`src/rtl/lsu_pkg.sv`:
```
// Shared encodings for the load/store unit: load/store mode codes, FSM states
// and the alignment check used when a request is accepted.
package lsu_pkg;

  typedef enum logic [2:0] {
    LD_LB   = 3'b000,
    LD_LH   = 3'b001,
    LD_LW   = 3'b010,
    LD_LBU  = 3'b100,
    LD_LHU  = 3'b101,
    LD_NONE = 3'b111
  } load_mode_e;

  typedef enum logic [1:0] {
    ST_NONE = 2'b00,
    ST_SB   = 2'b01,
    ST_SH   = 2'b10,
    ST_SW   = 2'b11
  } store_mode_e;

  typedef enum logic [1:0] {
    S_IDLE,
    S_REQ,
    S_WAIT,
    S_DONE
  } state_e;

  // size: 00 byte, 01 halfword, 1x word
  function automatic logic is_misaligned(input logic [1:0] size, input logic [1:0] off);
    return ((size == 2'b01) && off[0]) || (size[1] && (off != 2'b00));
  endfunction

endpackage

```
`src/rtl/lsu_align.sv`:
```
// Combinational lane logic: store data replication and byte strobes, and
// load byte/halfword selection with sign or zero extension.
module lsu_align
  import lsu_pkg::*;
#(
  parameter int XLEN = 32
) (
  input  logic [1:0]      st_mode,
  input  logic [1:0]      st_off,
  input  logic [XLEN-1:0] st_data,
  input  logic [2:0]      ld_mode,
  input  logic [1:0]      ld_off,
  input  logic [XLEN-1:0] rdata,
  output logic [XLEN-1:0] wdata,
  output logic [3:0]      wstrb,
  output logic [XLEN-1:0] ld_data
);

  logic [7:0]  lane_byte;
  logic [15:0] lane_half;

  always_comb begin
    wdata = '0;
    wstrb = '0;
    case (st_mode)
      ST_SB: begin
        wdata = {(XLEN/8){st_data[7:0]}};
        wstrb = 4'b0001 << st_off;
      end
      ST_SH: begin
        wdata = {(XLEN/16){st_data[15:0]}};
        wstrb = 4'b0011 << st_off;
      end
      ST_SW: begin
        wdata = st_data;
        wstrb = 4'b1111;
      end
      default: ;
    endcase
  end

  always_comb begin
    lane_byte = 8'(rdata >> {ld_off, 3'b000});
    lane_half = 16'(rdata >> {ld_off[1], 4'b0000});
    ld_data   = rdata;
    case (ld_mode)
      LD_LB:   ld_data = {{(XLEN-8){lane_byte[7]}}, lane_byte};
      LD_LH:   ld_data = {{(XLEN-16){lane_half[15]}}, lane_half};
      LD_LBU:  ld_data = {{(XLEN-8){1'b0}}, lane_byte};
      LD_LHU:  ld_data = {{(XLEN-16){1'b0}}, lane_half};
      default: ld_data = rdata;
    endcase
  end

endmodule

```
`src/rtl/lsu.sv`:
```
// Load/store unit: accepts one load or store from execute, runs it over a
// request/grant/rvalid bus with timeout, and writes aligned load data back.
module lsu
  import lsu_pkg::*;
#(
  parameter int XLEN    = 32,
  parameter int TIMEOUT = 255
) (
  input  logic            clk,
  input  logic            rst,
  input  logic [2:0]      mem_load_mode,
  input  logic [XLEN-1:0] mem_load_addr,
  input  logic [4:0]      mem_load_regs_addr,
  input  logic [1:0]      mem_store_mode,
  input  logic [XLEN-1:0] mem_store_addr,
  input  logic [XLEN-1:0] mem_store_data,
  output logic            busy,
  output logic            regs_write_en,
  output logic [4:0]      regs_write_addr,
  output logic [XLEN-1:0] regs_write_data,
  output logic            unpause_signal,
  output logic            error,
  output logic            bus_req,
  output logic            bus_we,
  output logic [XLEN-1:0] bus_addr,
  output logic [XLEN-1:0] bus_wdata,
  output logic [3:0]      bus_wstrb,
  input  logic            bus_gnt,
  input  logic            bus_rvalid,
  input  logic [XLEN-1:0] bus_rdata
);

  localparam int CW = $clog2(TIMEOUT + 1);

  state_e          state, state_n;
  logic [CW-1:0]   cnt;
  logic            is_load;
  logic [2:0]      ld_mode;
  logic [1:0]      ld_off;
  logic [4:0]      rd;
  logic [XLEN-1:0] ld_data;

  logic            load_req, store_req, accept, acc_bad, bad_req, abort, timed_out;
  logic [1:0]      acc_size;
  logic [XLEN-1:0] acc_addr;
  logic [XLEN-1:0] st_wdata, ld_ext;
  logic [3:0]      st_wstrb;

  lsu_align #(.XLEN(XLEN)) u_align (
    .st_mode (mem_store_mode),
    .st_off  (mem_store_addr[1:0]),
    .st_data (mem_store_data),
    .ld_mode (ld_mode),
    .ld_off  (ld_off),
    .rdata   (bus_rdata),
    .wdata   (st_wdata),
    .wstrb   (st_wstrb),
    .ld_data (ld_ext)
  );

  always_ff @(posedge clk) begin
    if (rst) state <= S_IDLE;
    else     state <= state_n;
  end

  always_comb begin
    load_req  = (mem_load_mode != LD_NONE);
    store_req = (mem_store_mode != ST_NONE);
    accept    = (state == S_IDLE) && (load_req || store_req);
    acc_size  = load_req ? mem_load_mode[1:0] : (mem_store_mode - 2'd1);
    acc_addr  = load_req ? mem_load_addr : mem_store_addr;
    acc_bad   = is_misaligned(acc_size, acc_addr[1:0]);
    bad_req   = accept && acc_bad;
    timed_out = (cnt == CW'(TIMEOUT - 1));
    abort     = ((state == S_REQ) && !bus_gnt && timed_out) ||
                ((state == S_WAIT) && !bus_rvalid && timed_out);
    state_n   = state;
    case (state)
      S_IDLE: if (accept && !acc_bad) state_n = S_REQ;
      S_REQ: begin
        if (bus_gnt)        state_n = is_load ? S_WAIT : S_DONE;
        else if (timed_out) state_n = S_IDLE;
      end
      S_WAIT: begin
        if (bus_rvalid)     state_n = S_DONE;
        else if (timed_out) state_n = S_IDLE;
      end
      S_DONE:  state_n = S_IDLE;
      default: state_n = S_IDLE;
    endcase
  end

  // All outputs are registered from the next-state so they line up with the FSM.
  always_ff @(posedge clk) begin
    if (rst) begin
      cnt             <= '0;
      is_load         <= 1'b0;
      ld_mode         <= LD_NONE;
      ld_off          <= '0;
      rd              <= '0;
      ld_data         <= '0;
      busy            <= 1'b0;
      regs_write_en   <= 1'b0;
      regs_write_addr <= '0;
      regs_write_data <= '0;
      unpause_signal  <= 1'b0;
      error           <= 1'b0;
      bus_req         <= 1'b0;
      bus_we          <= 1'b0;
      bus_addr        <= '0;
      bus_wdata       <= '0;
      bus_wstrb       <= '0;
    end else begin
      regs_write_en  <= 1'b0;
      unpause_signal <= 1'b0;
      error          <= 1'b0;
      busy           <= (state_n != S_IDLE);
      bus_req        <= (state_n == S_REQ);

      if (state_n != state)                          cnt <= '0;
      else if (state == S_REQ || state == S_WAIT)    cnt <= cnt + CW'(1);

      if (accept && !acc_bad) begin
        is_load   <= load_req;
        ld_mode   <= mem_load_mode;
        ld_off    <= mem_load_addr[1:0];
        rd        <= mem_load_regs_addr;
        bus_addr  <= {acc_addr[XLEN-1:2], 2'b00};
        bus_we    <= !load_req;
        bus_wdata <= load_req ? '0 : st_wdata;
        bus_wstrb <= load_req ? '0 : st_wstrb;
      end

      if (bad_req || abort) begin
        error          <= 1'b1;
        unpause_signal <= 1'b1;
      end

      if (state == S_WAIT && bus_rvalid) ld_data <= ld_ext;

      if (state == S_DONE) begin
        unpause_signal <= 1'b1;
        if (is_load) begin
          regs_write_en   <= (rd != 5'd0);
          regs_write_addr <= rd;
          regs_write_data <= ld_data;
        end
      end
    end
  end

endmodule

```
`config.mk`:
```
export PLATFORM = sky130hd
export DESIGN_NAME = lsu
export DESIGN_NICKNAME = d
export VERILOG_FILES = /design/src/rtl/lsu_pkg.sv /design/src/rtl/lsu_align.sv /design/src/rtl/lsu.sv
export SDC_FILE = /design/constraint.sdc
export NUM_CORES = 1
export LEC_CHECK = 0
export ABC_AREA = 1
export CAP_MARGIN = 0
export CORE_ASPECT_RATIO = 0.8
export CORE_MARGIN = 3
export CORE_UTILIZATION = 50
export DETAILED_ROUTE_END_ITERATION = 8
export DONT_BUFFER_PORTS = 1
export GPL_TIMING_DRIVEN = 0
export PLACE_DENSITY = 0.74
export SYNTH_ARGS = -nofsm -noshare
export SYNTH_HDL_FRONTEND = slang
export SYNTH_SLANG_ARGS = --single-unit
export TNS_END_PERCENT = 20
```
`constraint.sdc`:
```
create_clock -name clk -period 1.8 [get_ports clk]
set_clock_uncertainty 0.15 [all_clocks]
set_input_delay 0.18 -clock clk [delete_from_list [all_inputs] [get_ports clk]]
set_output_delay 0.18 -clock clk [all_outputs]
set_load 0.05 [all_outputs]
```
==> run metrics, run 1 <==
outcome=complete, but fails checks; violated checks=setup timing; initial antenna violation count=1; RSZ-0062 raised after global routing=yes; Synth Register Bits=162; Post-synth top flop=dfxtp_1; Num CTS Buffers=17; Routed WL per cell=19.9 um; GPL Wtd Cong=0.955; YS warnings=0; # Max-Cap Violations=0; Fin Hold WS=0.0336 ns; sequential area share after synthesis=0.438; Final min period=1.84 ns; HP Class=input port to flop; Worst slew margin=0.442; f_max=544 MHz; DR vias/cell=5.70; H-tree Lvls=4; Seq. cell area=3260 um2; filler instances=1043; first-pass GRT wire length=40900 um; Place WS=-0.337 ns; fin crit share=1.02; PwrDens=996 nW/um2; most frequent cell after synthesis=nand2_1; final setup vio count=18; most common cell type on the critical path=nor2_4; Clk pin slew, worst setup/hold paths=0.07 ns; Area contributors post-synth=dfxtp_1 (44%), nand2_1 (11%), o21ai_0 (7.1%), nor2_1 (6.6%), a21oi_1 (6.3%); Psw=3.55 mW; Switching Fraction=0.345; Starting Density=0.514; HPWL after detailed placement=17800 um; P_int=6.73 mW; layout cell share with drive strength beyond 1=0.160; 1st-iter DRT viols=802; Synth top area share=0.438; Clock Latency Late Sink=0.43 ns; I/O pins=253; Die Width=142 um; Synth cell types=38; Buf/Inv on CP=4; Flop pwr share=0.429; synthesized area per cell=7.13 um2; Async SR Flop Fraction=0; grt total ovfl=0; core footprint=14400 um2; critical path's largest stage delay=0.38 ns; synthesized cell area=7400 um2; number of synthesized flops with an enable pin=0; worst-margin pin slew=0.837 ns; worst setup path category=flop to flop; CP Launch Type=flop; detailed-router iteration count before antenna repair=8; worst vdd ir=0.714 mV; Root Buffer=clkbuf_16; number of global-route vias before repair=7648; clk sink count=162; Area growth syn-to-layout=39.4%; Final WS setup=-0.0378 ns; area leader, netlist=dfxtp_1; Max Buffers Root-to-Sink=2; Post-Synthesis Cells=1038; vias=8018; final hold violations=0; top cell family by delay on the critical path=simple AND/OR/NAND/NOR gates; combinational share of power=0.218; DRT Wirelength=28000 um; most frequent cells after synthesis=nand2_1 (217), dfxtp_1 (162), nor2_1 (131); CP cell instances=inv_6 -> ha_4 -> inv_4 -> nor2_4 -> nand3_4 -> nor2_4 -> buf_12 -> buf_8 -> nand2_2 -> a31oi_2; ANT nets after route=0; GRT Total Usage=0.319; DIE HEIGHT=115 um; Crit. End Element=flop; area of the multi-input gates=3830 um2; crit path DAT=2.04 ns; TritonCTS clock tree=yes; Cell Rows=39; CP Data Required Time=2.00 ns; largest net degree at the start of global routing=20; DRC Markers=0; Clk pwr share=0.353; Final Net Count=1362; slowest CP cell=dfxtp_4; max-slew violation count=0; Die ar.=16300 um2; Worst Path Max Fanout=6; static leakage=4.20 nW; # port buffers=0
## through the flow
| stage | cell area (um2) | util | setup TNS, ns | total power, mW | std cells |
|---|---|---|---|---|---|
| final | 10300 | 0.717 | -0.308 | 10.3 | 1407 |
| after detailed placement | 7630 | 0.530 | -31.32 | 5.83 | 1223 |
| after global routing | 10300 | 0.717 | -3.05 | 10.6 | 1407 |
| after CTS | 9720 | 0.675 | 0 | 9.75 | 1396 |
| after global placement | 7630 | 0.530 | -27.53 | 5.81 | 1223 |
| after floorplan | 7400 | - | 0 | 5.46 | 1039 |
## placed cells by master (no fill, tap or decap), types with 4 or more instances in the layout
cell           Yosys  routed
clkbuf_2           1      10
o21ai_1            2      10
a21oi_2            0       7
buf_6              4      14
xor2_1             4       4
a31oi_2           10      13
dfxtp_1          162     158
inv_6              0       8
nor2_2             2       9
nor2_1           131     121
ha_1              11       7
o22ai_1            7       7
nand2_1          217     184
inv_1             90      86
buf_8              0       6
nand3_2            3       4
nor3_1             9       9
a21oi_1           93      85
o211ai_1          18      18
nand2_4            1       9
dlygate4sd3_1      0     140
buf_4              5      13
o21ai_0          105      96
nand3_1           52      49
a31oi_1           22      16
clkbuf_1          37      22
nand2_2           11      36
clkbuf_16          0      19
## worst reg2reg max path, cell delays in order (launching register included)
cell and delay, ns:
dfxtp_4 0.38, inv_6 0.09, ha_4 0.18, inv_4 0.05, nor2_4 0.13, nand3_4 0.13
nor2_4 0.13, buf_12 0.15, buf_8 0.14, nand2_2 0.06, a31oi_2 0.17
## flip-flops by register name, summed over array words and instances (netlist names)
name	cells
bus_addr	30
bus_req	1
bus_wdata	32
bus_we	1
bus_wstrb	4
busy	1
cnt	8
error	1
is_load	1
ld_data	32
ld_mode	3
ld_off	2
rd	5
regs_write_addr	5
regs_write_data	32
regs_write_en	1
state	2
unpause_signal	1
## timing repair
item	CTS	global route
setup buffers	2	6
setup endpoints to repair	157	149
hold buffers	140	0
cloned	0	5
hold endpoints to repair	108	0
gates resized for setup	40	156
pin swaps	6	35
## power by group through the flow
| stage | Sequential, mW | Combinational [mW] | Clock (mW) |
|---|---|---|---|
| after global placement | 4.45 | 1.37 | 0 |
| after floorplan | 4.39 | 1.06 | 0 |
| after CTS | 4.38 | 1.76 | 3.61 |
| after global routing | 4.43 | 2.41 | 3.79 |
| after detailed placement | 4.44 | 1.38 | 0 |
| final | 4.41 | 2.24 | 3.63 |
## final timing paths
| check | startpoint | to | slack (ns) | depth (start not counted) |
|---|---|---|---|---|
| worst max register to register | state[0] | bus_addr[16] | -0.04 | 10 |
| worst min-delay path | mem_store_data[7] | bus_wdata[31] | 0.03 | 6 |
| worst max-delay path | state[0] | bus_addr[16] | -0.04 | 10 |
| worst min register to register | rd[3] | rd[3] | 0.33 | 2 |
## per-layer routing
layer / routed length, um / vias to the layer above / track usage / share of wire
met5: 0 / - / 0 / 0
met4: 1320 / 0 / 0.144 / 0.047
met3: 2770 / 125 / 0.102 / 0.099
met2: 13000 / 509 / 0.511 / 0.46
met1: 10900 / 3660 / 0.395 / 0.39
li1: - / 3724 / - / -
## cells by family (layout without fill, tap and decap cells)
family                   after synthesis  after routing  share of synthesized area
AO/OA/AOI/OAI                        261            261                      0.200
XOR/XNOR                               7              7                    0.00829
adder cells (fa/ha/maj)               11             11                     0.0186
buffers and inverters                164            347                     0.0928
flip-flops                           162            162                      0.438
other                                  1              3                   0.000507
AND/OR/NAND/NOR                      432            432                      0.242
## area by class of cell
type	instances	share of cell area
Clock inverter	14	0.0139
Sequential cell	162	0.316
Antenna cell	1	0.000243
Clock buffer	18	0.0426
Timing Repair Buffer	153	0.153
Buffer	65	0.0439
Tap cell	184	0.0223
Inverter	97	0.0374
Multi-Input combinational cell	713	0.371
Power figures use the tool's default switching activity.
==> inputs of run 2 (changes only) <==
Settings changed: PLACE_DENSITY 0.74 to 0.71.
Clock period 1.8 ns to 2.3 ns, I/O delays scaled along.
==> run 2 against run 1 <==
  * Global-route usage fell by 1.0 points
  * Power fell by 28%
  * Routed wire length fell by 8.8%
  * Worst setup slack improved by 0.17 ns
  * Via count fell by 4.3%
  * Critical path type unchanged
  * The run now ends clean
  * First-iteration DRC count fell by 15%
  * Sequential cell count did not move
  * Worst hold slack got worse by 0.013 ns
  * Critical path depth fell by 1
  * Cell area fell by 7.5%
==> run metrics, run 2 (synthesis gave the netlist of run 1 again) <==
setup TNS=0 ns; # Max-Cap Violations=0; GPL Wtd Cong=0.947; Clk pwr share=0.356; static leakage=3.89 nW; layout cell share with drive strength beyond 1=0.0788; P_int=4.87 mW; first-pass GRT wire length=39400 um; initial antenna violation count=0; RSZ-0062 raised after global routing=no; max-slew violation count=0; grt total ovfl=0; placed cell areas=7630 um2; core footprint=14400 um2; Routed WL per cell=18.4 um; Root Buffer=clkbuf_16; worst setup path category=flop to flop; final setup vio count=0; filler instances=1190; Finished Cell Area=9540 um2; DP Cell Count=1223; CP Launch Type=flop; detailed-router iteration count before antenna repair=5; # port buffers=0; DRC Markers=0; Final min period=2.17 ns; CP Data Required Time=2.50 ns; HPWL after detailed placement=17800 um; Clk pin slew, worst setup/hold paths=0.07 ns; worst vdd ir=0.591 mV; DIE HEIGHT=115 um; largest net degree at the start of global routing=17; clk sink count=162; top flop regs=bus_wdata (32), ld_data (32), regs_write_data (32); Area growth syn-to-layout=28.9%; DRT Wirelength=25500 um; I/O pins=253; combinational share of power=0.181; Num CTS Buffers=17; H-tree Lvls=4; commonest non-fill, non-tap cell in the layout=nand2_1; outcome=finished, final reports clean; Cell Rows=39; Worst Path Max Fanout=10; Crit. End Element=flop; Flop pwr share=0.463; TritonCTS clock tree=yes; Ant. Diodes=0; f_max=461 MHz; Die Width=142 um; Place WS=0.128 ns; final hold violations=0; Psw=2.52 mW; worst-margin pin slew=0.621 ns; Clock Latency Late Sink=0.43 ns; number of global-route vias before repair=7392; worst hold path startpoint=mem_store_addr[1]; Core Util, Final=0.662; crit path from=state[0]; Post CTS Setup Buffer Count=0; Max Buffers Root-to-Sink=2; DR vias/cell=5.52; crit path DAT=2.37 ns; Starting Density=0.514; Final Net Count=1347; Final WS setup=0.132 ns; PwrDens=774 nW/um2; Switching Fraction=0.341; Post-Layout Cell Count=1390; commonest non-fill, non-tap cells in the layout=nand2_1 (216), dfxtp_1 (162), dlygate4sd3_1 (136); ANT nets after route=0; 1st-iter DRT viols=681; RR Startpoint=state[0]; GRT Total Usage=0.308; Worst slew margin=0.585; HP Class=input port to flop; Die ar.=16300 um2; fin crit share=0.943; vias=7677
run 2: path summary, 6_finish.rpt:
check	endpoint	slack, ns	depth (start not counted)
worst min register to register	rd[2]	0.35	2
worst min-delay path	bus_wstrb[0]	0.02	5
worst max register to register	bus_addr[26]	0.13	9
worst max-delay path	bus_addr[26]	0.13	9
run 2: layout make-up:
cell class | count | area [um2] | share of cell area
multi-input cells | 713 | 3480 | 0.365
flip-flops and latches | 162 | 3240 | 0.340
repair buffers | 136 | 1360 | 0.143
clock buffers | 19 | 433 | 0.0454
inverters | 97 | 364 | 0.0382
plain buffers | 67 | 325 | 0.0341
well taps | 184 | 230 | 0.0241
clock inverters | 12 | 101 | 0.0106
run 2: worst max-delay path, stage by stage (launching register included):
cell and delay [ns]:
dfxtp_1 0.36, inv_1 0.14, ha_1 0.30, inv_2 0.08, nor2_1 0.11, nand3_1 0.15, nor2_2 0.24, buf_2 0.25
nand2_1 0.10, a31oi_1 0.21
run 2: timing repair:
action | 4_1_cts | 5_1_grt
gates resized for setup | 0 | 6
endpoints found under the hold margin | 106 | 0
hold buffers | 136 | 0
setup endpoints to repair | 0 | 52
run 2: through the flow:
stage	hold WS, ns	total power, mW
CTS	0.00202	7.37
global route	0.0243	7.67
global placement	0.200	4.55
detailed placement	0.219	4.56
floorplan	0.193	4.27
finish	0.0210	7.38
run 2: power groups by stage:
stage	logic (mW)	clock network, mW	registers [mW]
after floorplan	0.833	0	3.44
after global placement	1.07	0	3.48
after detailed placement	1.09	0	3.47
after CTS	1.29	2.66	3.42
after global routing	1.48	2.75	3.44
final	1.33	2.63	3.42
run 2: metal layers:
layer / GRT usage / vias up / routed length (um)
li1: - / 3694 / -
met1: 0.393 / 3485 / 10700
met2: 0.488 / 412 / 11700
met3: 0.0927 / 86 / 2200
met4: 0.133 / 0 / 943
met5: 0 / - / 0
